`config.mk`:
```
export PLATFORM = sky130hd
export DESIGN_NAME = instr_fetch_queue
export DESIGN_NICKNAME = d
export VERILOG_FILES = /design/src/rtl/fetch_pkg.sv /design/src/rtl/fetch_fifo.sv /design/src/rtl/instr_fetch_queue.sv
export SDC_FILE = /design/constraint.sdc
export NUM_CORES = 1
export LEC_CHECK = 0
export CORE_MARGIN = 2
export CORE_UTILIZATION = 50
export CTS_CLUSTER_SIZE = 40
export DETAILED_ROUTE_END_ITERATION = 7
export DONT_BUFFER_PORTS = 1
export PLACE_DENSITY_LB_ADDON = 0.15
export SLEW_MARGIN = 30
export SYNTH_ARGS = -nofsm -noshare
export SYNTH_HDL_FRONTEND = slang
export SYNTH_SLANG_ARGS = --single-unit
export TNS_END_PERCENT = 10
```
`constraint.sdc`:
```
create_clock -name clock -period 3 [get_ports clock]
set_input_delay 0.3 -clock clock [delete_from_list [all_inputs] [get_ports clock]]
set_output_delay 0.3 -clock clock [all_outputs]
set_load 0.02 [all_outputs]
```
`src/rtl/fetch_pkg.sv`:
```
// Shared constants and the queued-entry layout
// for the instruction-fetch stage.
package fetch_pkg;

  localparam int DEPTH_DEF  = 4;
  localparam int ADDR_W_DEF = 16;
  localparam int DATA_W_DEF = 32;

  // PC width shared with the CPU core.
  localparam int PC_W = ADDR_W_DEF;

  localparam int PC_INC = 4;

  typedef struct packed {
    logic [PC_W-1:0]       pc;
    logic [DATA_W_DEF-1:0] word;
  } fetch_entry_t;

endpackage

```
`src/rtl/fetch_fifo.sv`:
```
// Synchronous FIFO with flush; flush beats
// push and pop in the same cycle.
module fetch_fifo
  import fetch_pkg::*;
#(
  parameter int DEPTH = DEPTH_DEF,
  parameter int W     = PC_W + DATA_W_DEF
) (
  input  logic                     clock,
  input  logic                     rst_n,
  input  logic                     push,
  input  logic [W-1:0]             push_data,
  input  logic                     pop,
  input  logic                     flush,
  output logic [W-1:0]             head,
  output logic                     full,
  output logic                     empty,
  output logic [$clog2(DEPTH):0]   count
);

  localparam int AW = $clog2(DEPTH);
  localparam int CW = AW + 1;

  logic [W-1:0]  mem [DEPTH];
  logic [AW-1:0] rd_ptr;
  logic [AW-1:0] wr_ptr;
  logic          do_push;
  logic          do_pop;

  assign full    = (count == CW'(DEPTH));
  assign empty   = (count == '0);
  assign do_push = push && !full && !flush;
  assign do_pop  = pop && !empty && !flush;
  assign head    = mem[rd_ptr];

  // Entry storage; cleared on reset so the
  // head reads zero until something lands.
  always_ff @(posedge clock or negedge rst_n) begin
    if (!rst_n) begin
      for (int i = 0; i < DEPTH; i++) begin
        mem[i] <= '0;
      end
    end else if (do_push) begin
      mem[wr_ptr] <= push_data;
    end
  end

  // Pointer and occupancy bookkeeping.
  always_ff @(posedge clock or negedge rst_n) begin
    if (!rst_n) begin
      rd_ptr <= '0;
      wr_ptr <= '0;
      count  <= '0;
    end else if (flush) begin
      rd_ptr <= '0;
      wr_ptr <= '0;
      count  <= '0;
    end else begin
      if (do_push) begin
        wr_ptr <= wr_ptr + AW'(1);
      end
      if (do_pop) begin
        rd_ptr <= rd_ptr + AW'(1);
      end
      if (do_push && !do_pop) begin
        count <= count + CW'(1);
      end else if (do_pop && !do_push) begin
        count <= count - CW'(1);
      end
    end
  end

endmodule

```
`src/rtl/instr_fetch_queue.sv`:
```
// Prefetching fetch stage: issues imem reads,
// buffers {pc, word}, hands them to decode.
module instr_fetch_queue
  import fetch_pkg::*;
#(
  parameter int DEPTH  = DEPTH_DEF,
  parameter int ADDR_W = PC_W,
  parameter int DATA_W = DATA_W_DEF
) (
  input  logic              clock,
  input  logic              rst_n,
  output logic              imem_req,
  output logic [ADDR_W-1:0] imem_addr,
  input  logic [DATA_W-1:0] imem_rdata,
  output logic [DATA_W-1:0] instr,
  output logic [ADDR_W-1:0] instr_pc,
  output logic              instr_valid,
  input  logic              instr_ready,
  input  logic              redirect,
  input  logic [ADDR_W-1:0] redirect_pc
);

  localparam int CW = $clog2(DEPTH) + 1;
  localparam int W  = ADDR_W + DATA_W;

  logic [ADDR_W-1:0] fetch_pc;
  logic [ADDR_W-1:0] inflight_pc;
  logic              inflight;
  logic [CW-1:0]     count;
  logic [CW:0]       used;
  logic              space;
  logic              push;
  logic              pop;
  logic              full;
  logic              empty;
  logic [W-1:0]      head;

  // Slots already spoken for: buffered plus
  // the one response still on its way back.
  assign used  = {1'b0, count} + (CW+1)'(inflight);
  assign space = (used < (CW+1)'(DEPTH));

  assign imem_req  = rst_n && !redirect && space;
  assign imem_addr = fetch_pc;

  assign push = inflight && !redirect && !full;
  assign pop  = instr_valid && instr_ready
             && !redirect;

  assign instr_valid = !empty;
  assign instr_pc    = head[W-1:DATA_W];
  assign instr       = head[DATA_W-1:0];

  fetch_fifo #(
    .DEPTH (DEPTH),
    .W     (W)
  ) u_fifo (
    .clock     (clock),
    .rst_n     (rst_n),
    .push      (push),
    .push_data ({inflight_pc, imem_rdata}),
    .pop       (pop),
    .flush     (redirect),
    .head      (head),
    .full      (full),
    .empty     (empty),
    .count     (count)
  );

  // Fetch PC and in-flight tracking; a
  // redirect kills the pending response.
  always_ff @(posedge clock or negedge rst_n) begin
    if (!rst_n) begin
      fetch_pc    <= '0;
      inflight    <= 1'b0;
      inflight_pc <= '0;
    end else if (redirect) begin
      fetch_pc <= redirect_pc & ~ADDR_W'(3);
      inflight <= 1'b0;
    end else begin
      inflight <= imem_req;
      if (imem_req) begin
        fetch_pc    <= fetch_pc + ADDR_W'(PC_INC);
        inflight_pc <= fetch_pc;
      end
    end
  end

endmodule

```
==> impl_metrics.toml <==
[yosys]
synth.yosys.warnings = 0
yosysSeqAreaShare = 0.557
synth_simple_gate_area_share = 0.0503
dominantRegCellSynth = "sky130_fd_sc_hd__dfrtp_1"
total_standard_cell_area_after_synthesis_um2 = 9880
yosys.area_share.adder = 0.00836
synth-compound-area-share = 0.0263
synth-xor-area-share = 0.00532
synth_edf_count = 0
synth.area.mux_share = 0.319
synth_top_family_by_area = "multiplexers"
postSynthRegisterBits = 220
synth.lib_cells_used.distinct = 44
post_synth.cell_area_avg_um2 = 15.1
netlist_instances = 656
asyncSetResetFlopFracSynth = 1.00

[floorplanning]
row_cnt = 51
die_area_um2 = 20900
floorplan.initialDensity = 0.509
die_height_um = 145
coreArea_um2 = 19400
io_pins = 118
die_x_um = 145

[grt]
maximum_number_of_pins_on_one_net_before_global_route_repair = 223
global_route_wire_length_before_repair_um = 32800
grt_remaining_overflow = 0
grt_pass1_vias = 6221
antenna_found_initial = 0
track_usage = 0.201

[route]
dr.pass1.iters = 4
route.final.wire_length_um = 20300
detailedRoute.firstIterationViolations = 252
vias = 5662
vias_per_cell = 5.75
routedWlPerCell_um = 20.6
detail-route-antenna-nets = 0
drc = 0

[sta]
max_freq_mhz = 401
worst_tran_pin_value_ns = 0.908
rsz0062_at_grt = "no"
maxSlewHeadroom = 0.392
setup_total_negative_slack_ns = 0
fin_skew_ns = 0.00950
final_hold_viol_count = 220
worst_hold_slack_ns = -0.513
final_min_period_over_clock_period = 0.831
maxSlewViolCount = 0
final-setup-viol-count = 0
layout_min_cycle_time_ns = 2.49

[cells_and_area]
combined_area_of_the_multi_input_logic_cells_um2 = 4060
leading_cell_type_in_the_layout_fill_and_taps_excluded = "sky130_fd_sc_hd__dfrtp_1"
antenna_cells_inserted = 0
flow.area_growth_from_synthesis_pct = 14.4
final_nets = 761
layout_common_cells = "sky130_fd_sc_hd__dfrtp_1 (218), sky130_fd_sc_hd__mux2_2 (187), sky130_fd_sc_hd__nand2_1 (54)"
final-seq-area_um2 = 5510
post_route_cells_drive_above_1_share = 0.399
num-fill-cells = 1530
final_cells = 985

[placed_design]
io_buffer_count = 0
dpl.cell_count = 895
gp_congestion = 0.769
detailedPlacementHpwl_um = 12300

[run_status]
failed_checks = "hold timing"
outcome = "finished with violations"

[worst_setup_path]
critical_path.endpoint_type = "output port"
critical_path_class = "flop to output port"
cp-start-kind = "flop"
biggest_fanout_along_the_worst_timing_path = 22
cp.required_ns = 2.70
worst-endpoint-arrival_ns = 2.19

[cts]
cts_tree = "built"
post_cts.resized_instances = 0
cts.reportedPaths.clkPinSlew_ns = 0.06
worst_skew_pair.late_latency_ns = 0.50
postCtsSetupBuffers = 0
clock_path_buffers = 3
cts_buffers = 24
clock_sink_count = 220
clk_root_buffer_cell = "sky130_fd_sc_hd__clkbuf_16"
post_cts_hold_buffer_count = 47
cts-htree-levels = 1

[min_path]
hold_class = "primary input to async pin"

[pwr]
vdd.ir_drop.worst_v = 0.000444
p_leak_nw = 5.23
p_per_area_nw_per_um2 = 909

[run]
cap_violations = 0
[worst paths after layout]
path                                                 to  slack (ns)  depth (start not counted)                    startpoint
setup reg to reg            u_fifo.count[2]$_DFFE_PN0P_        0.65                          8   u_fifo.count[2]$_DFFE_PN0P_
hold / removal               u_fifo.mem[66]$_DFFE_PN0P_       -0.51                          0                         rst_n
max in group asynchronous  u_fifo.rd_ptr[0]$_DFFE_PN0P_        3.14                          0                         rst_n
min in group clock          inflight_pc[15]$_DFFE_PN0P_        0.03                          3                      redirect
setup / recovery                            instr_pc[4]        0.51                          2  u_fifo.rd_ptr[0]$_DFFE_PN0P_
hold reg to reg              u_fifo.mem[68]$_DFFE_PN0P_        0.50                          1    u_fifo.mem[68]$_DFFE_PN0P_
[cell families after synthesis]
logic type                 after synthesis
other                                    1
adders and majority gates                6
DFF                                    220
buffers and inverters                   50
xor gates and xnor gates                 6
and+or+nand+nor                        106
AOI/OAI and AO/OA                       33
muxes                                  234
[worst max-delay path: stages, from the launching register on]
cell and delay, ns:
sky130_fd_sc_hd__dfrtp_4 0.73, sky130_fd_sc_hd__buf_4 0.33, sky130_fd_sc_hd__mux4_2 0.62
[metal layers]
metal | up-vias | track usage | wire length (µm)
met5 | - | 0 | 0
met1 | 2965 | 0.253 | 8440
li1 | 2508 | - | -
met2 | 157 | 0.352 | 10400
met3 | 32 | 0.0450 | 1150
met4 | 0 | 0.0547 | 348
[power by group]
part	leakage, nW	internal, mW	switching (mW)	total, mW
Combinational	1.96	1.49	1.49	2.98
Sequential	2.89	3.81	0.675	4.49
Clock	0.380	1.67	1.13	2.81
Total	5.23	6.97	3.30	10.3
[registers in the layout (all words and copies together), names as in the netlist]
name,cells
u_fifo.mem,184
inflight,1
inflight_pc,14
u_fifo.wr_ptr,2
u_fifo.count,3
imem_addr,14
u_fifo.rd_ptr,2
[cells in the mapped netlist, types with 4 or more instances]
master	n	share of area
sky130_fd_sc_hd__nand3_1	13	0.0066
sky130_fd_sc_hd__buf_4	4	0.0030
sky130_fd_sc_hd__mux2_2	187	0.21
sky130_fd_sc_hd__a21o_1	4	0.0030
sky130_fd_sc_hd__ha_1	5	0.0063
sky130_fd_sc_hd__nor2_1	11	0.0042
sky130_fd_sc_hd__nand2_2	4	0.0025
sky130_fd_sc_hd__buf_6	16	0.018
sky130_fd_sc_hd__clkbuf_1	8	0.0030
sky130_fd_sc_hd__inv_1	11	0.0042
sky130_fd_sc_hd__dfrtp_1	220	0.56
sky130_fd_sc_hd__buf_1	5	0.0019
sky130_fd_sc_hd__nand2_1	54	0.021
sky130_fd_sc_hd__nor3_1	4	0.0020
sky130_fd_sc_hd__mux4_2	46	0.10
sky130_fd_sc_hd__xnor2_1	4	0.0035
sky130_fd_sc_hd__a221o_1	4	0.0041
sky130_fd_sc_hd__buf_2	6	0.0030
sky130_fd_sc_hd__o21ai_0	5	0.0025
[stage by stage]
step	hold WS (ns)	worst slack, ns	utilization	cell area, µm²	total power [mW]
6_report	-0.513	0.507	0.583	11300	10.3
5_1_grt	-0.541	0.375	0.583	11300	10.9
4_1_cts	-0.529	0.443	0.583	11300	10.4
3_5_place_dp	0.0103	0.611	0.519	10100	7.50
3_3_place_gp	0.00955	0.719	0.519	10100	7.32
2_1_floorplan	0.00441	0.789	-	9890	6.86
[final cells by class]
type,count,area share
clock buffers,39,0.0652
multi-input cells,389,0.359
inverters,11,0.00365
repair buffers,57,0.0527
clock inverters,4,0.00277
flip-flops and latches,220,0.487
well taps,265,0.0293
Power figures use the tool's default switching activity.
==> edit, RTL diff (same settings) <==
`ADDR_W_DEF`: 16 -> 14.
--- a/src/rtl/fetch_pkg.sv
+++ b/src/rtl/fetch_pkg.sv
@@ -3,7 +3,7 @@
 package fetch_pkg;
 
   localparam int DEPTH_DEF  = 4;
-  localparam int ADDR_W_DEF = 16;
+  localparam int ADDR_W_DEF = 14;
   localparam int DATA_W_DEF = 32;
 
   // PC width shared with the CPU core.
Interface: changed (resized imem_addr, instr_pc and redirect_pc); port bits go from 118 to 112. The function was not compared with the original's and may differ.
==> edit against the original RTL <==
- the run still ends with negative hold slack left
- final area grew 0.32%
- routed wire length grew 0.36%
- non-clock buffer count shrank 10
- power shrank 2.6%
- critical path depth grew 5
- area after synthesis grew 3.2%
- via count shrank 7.0%
- clock skew is essentially flat
- worst setup slack lost 110 ps
- sequential cell count shrank 12
- critical path type is now reg -> reg
==> edit: results (changes against the original RTL) <==
* Status: finished, violations left
* Failing checks: negative hold slack
* Setup Skew at 9.023 ps (-0.4768 ps)
* Top Family by Delay on Critical Path: compound AO/OA/AOI/OAI gates
* Global-route wire length before repair at 33.33 mm (+1.5%)
* Final setup viols at 0 (unchanged)
* Pre-Repair DR Iteration Count at 4 (unchanged)
* Number of global-route vias before repair at 5,888 (-5.4%)
* Tot GR Track Use at 19.31% (-0.83 points)
* Worst-Skew Late Latency at 500 ps (about the same)
* Static leakage at 0.005532 uW (+5.8%)
* Fin nets at 709 (-6.8%)
* Crit path DAT at 3000 ps (+810 ps)
* Post-Synth XOR/XNOR Area at 0.5154% (-0.016 points)
* Post-synthesis mux area share at 35.35% (+3.5 points)
* IO Port Bufs at 0 (unchanged)
* Slowest stage cell, crit path: dfrtp_1
* Post-synth top cells: dfrtp_1, mux2_4, mux4_2
* Cts hold-fix bufs at 44 (-6.4%)
* HPWL after DPL at 11.65 mm (-5.5%)
* Register area share after synthesis at 51.05% (-4.7 points)
* RePlAce Congestion at 0.7908 (+2.8%)
* CTS Buf Count at 23 (-4.2%)
* Reg clk slew, reported paths at 60 ps (about the same)
* Top cells by area, synth: dfrtp_1, mux2_4, mux4_2, buf_12, mux2_2
* 1st-iter DRT viols at 226 (-10%)
* Crit-path max FO at 9 (-59%)
* Hold slack final at -506.6 ps (+6.663 ps)
* DR vias at 5,263 (-7.0%)
* Maximum number of pins on one net before global-route repair at 211 (-5.4%)
* VDD IR-drop max at 0.4570 mV (+3.0%)
* Ratio of cells with drive above 1 in the final layout at 40.78% (+0.92 points)
* Max transition margin at 52.24% (+13 points)
* Layout fillers at 1,530 (unchanged)
* Per-cell routed wire length at 21.75 um (+5.4%)
* Max reg flops at 176 (-4.3%)
* Worst R2R Setup Slack at 400 ps (-250 ps)
* Synth Area in Compound Gates at 3.056% (+0.42 points)
* Initial antenna violation count at 1 (+1)
* Clock Tree Buf Depth at 3 (unchanged)
* Critical Path Max Stage Delay at 540 ps (-190 ps)
* Synth Area in Adders at 0.8099% (-0.026 points)
* Yosys cell types at 53 (+20%)
* Top cell type's share of synthesized area at 51.05% (-4.7 points)
* Final Hold Fails at 208 (-5.5%)
==> edit: cell families (layout without fill, tap and decap cells) <==
family | after synthesis | after routing
AND/OR/NAND/NOR | 77 | 77
AO/OA/AOI/OAI | 43 | 43
XOR/XNOR | 6 | 6
buffers and inverters | 55 | 100
flip-flops | 208 | 208
adder cells (fa/ha/maj) | 6 | 6
multiplexers | 223 | 223
other | 1 | 5
==> edit: area by class of cell <==
type / count / share of cell area, %
diodes: 1 / 0.02206
clock buffers: 30 / 5.747
clock inverters: 9 / 1.059
inverters: 14 / 0.4633
multi-input cells: 359 / 39.49
flip-flops and latches: 208 / 45.94
well taps: 270 / 2.978
repair buffers: 47 / 4.302
==> edit: power by group <==
part	internal (uW)	leakage (uW)	total (uW)	switching, uW
clock network	1770	0.000388	2860	1080
registers	3560	0.00273	4150	592
logic	1630	0.00241	2990	1370
==> edit: path summary, 6_finish.rpt <==
kind | startpoint | endpoint
worst max-delay path | u_fifo.count[2] | u_fifo.count[1]
worst min-delay path | rst_n | u_fifo.mem[106]
worst max register to register | u_fifo.count[2] | u_fifo.count[1]
worst min register to register | u_fifo.mem[138] | u_fifo.mem[138]
max in group asynchronous | rst_n | imem_addr[12]
min in group clock | redirect | imem_addr[3]
==> edit: metrics by stage <==
stage	setup slack (ps)	instance area [um2]	std cells	hold WS (ps)	power, uW
2_1_floorplan	818.5	10210	622	4.409	6635
3_3_place_gp	587.5	10130	854	9.951	6997
3_5_place_dp	483.6	10130	854	10.11	7153
4_1_cts	432.9	11340	937	-530.7	10140
5_1_grt	196.4	11340	938	-537.2	10500
6_report	398.0	11340	938	-506.6	10010
==> edit: metal layers <==
metal,up-vias,global-route usage (%),wire (um)
met1,2772,26.75,8954
met2,136,31.74,10030
met4,0,4.223,351
li1,2321,-,-
met3,34,4.130,1059
met5,-,0,0
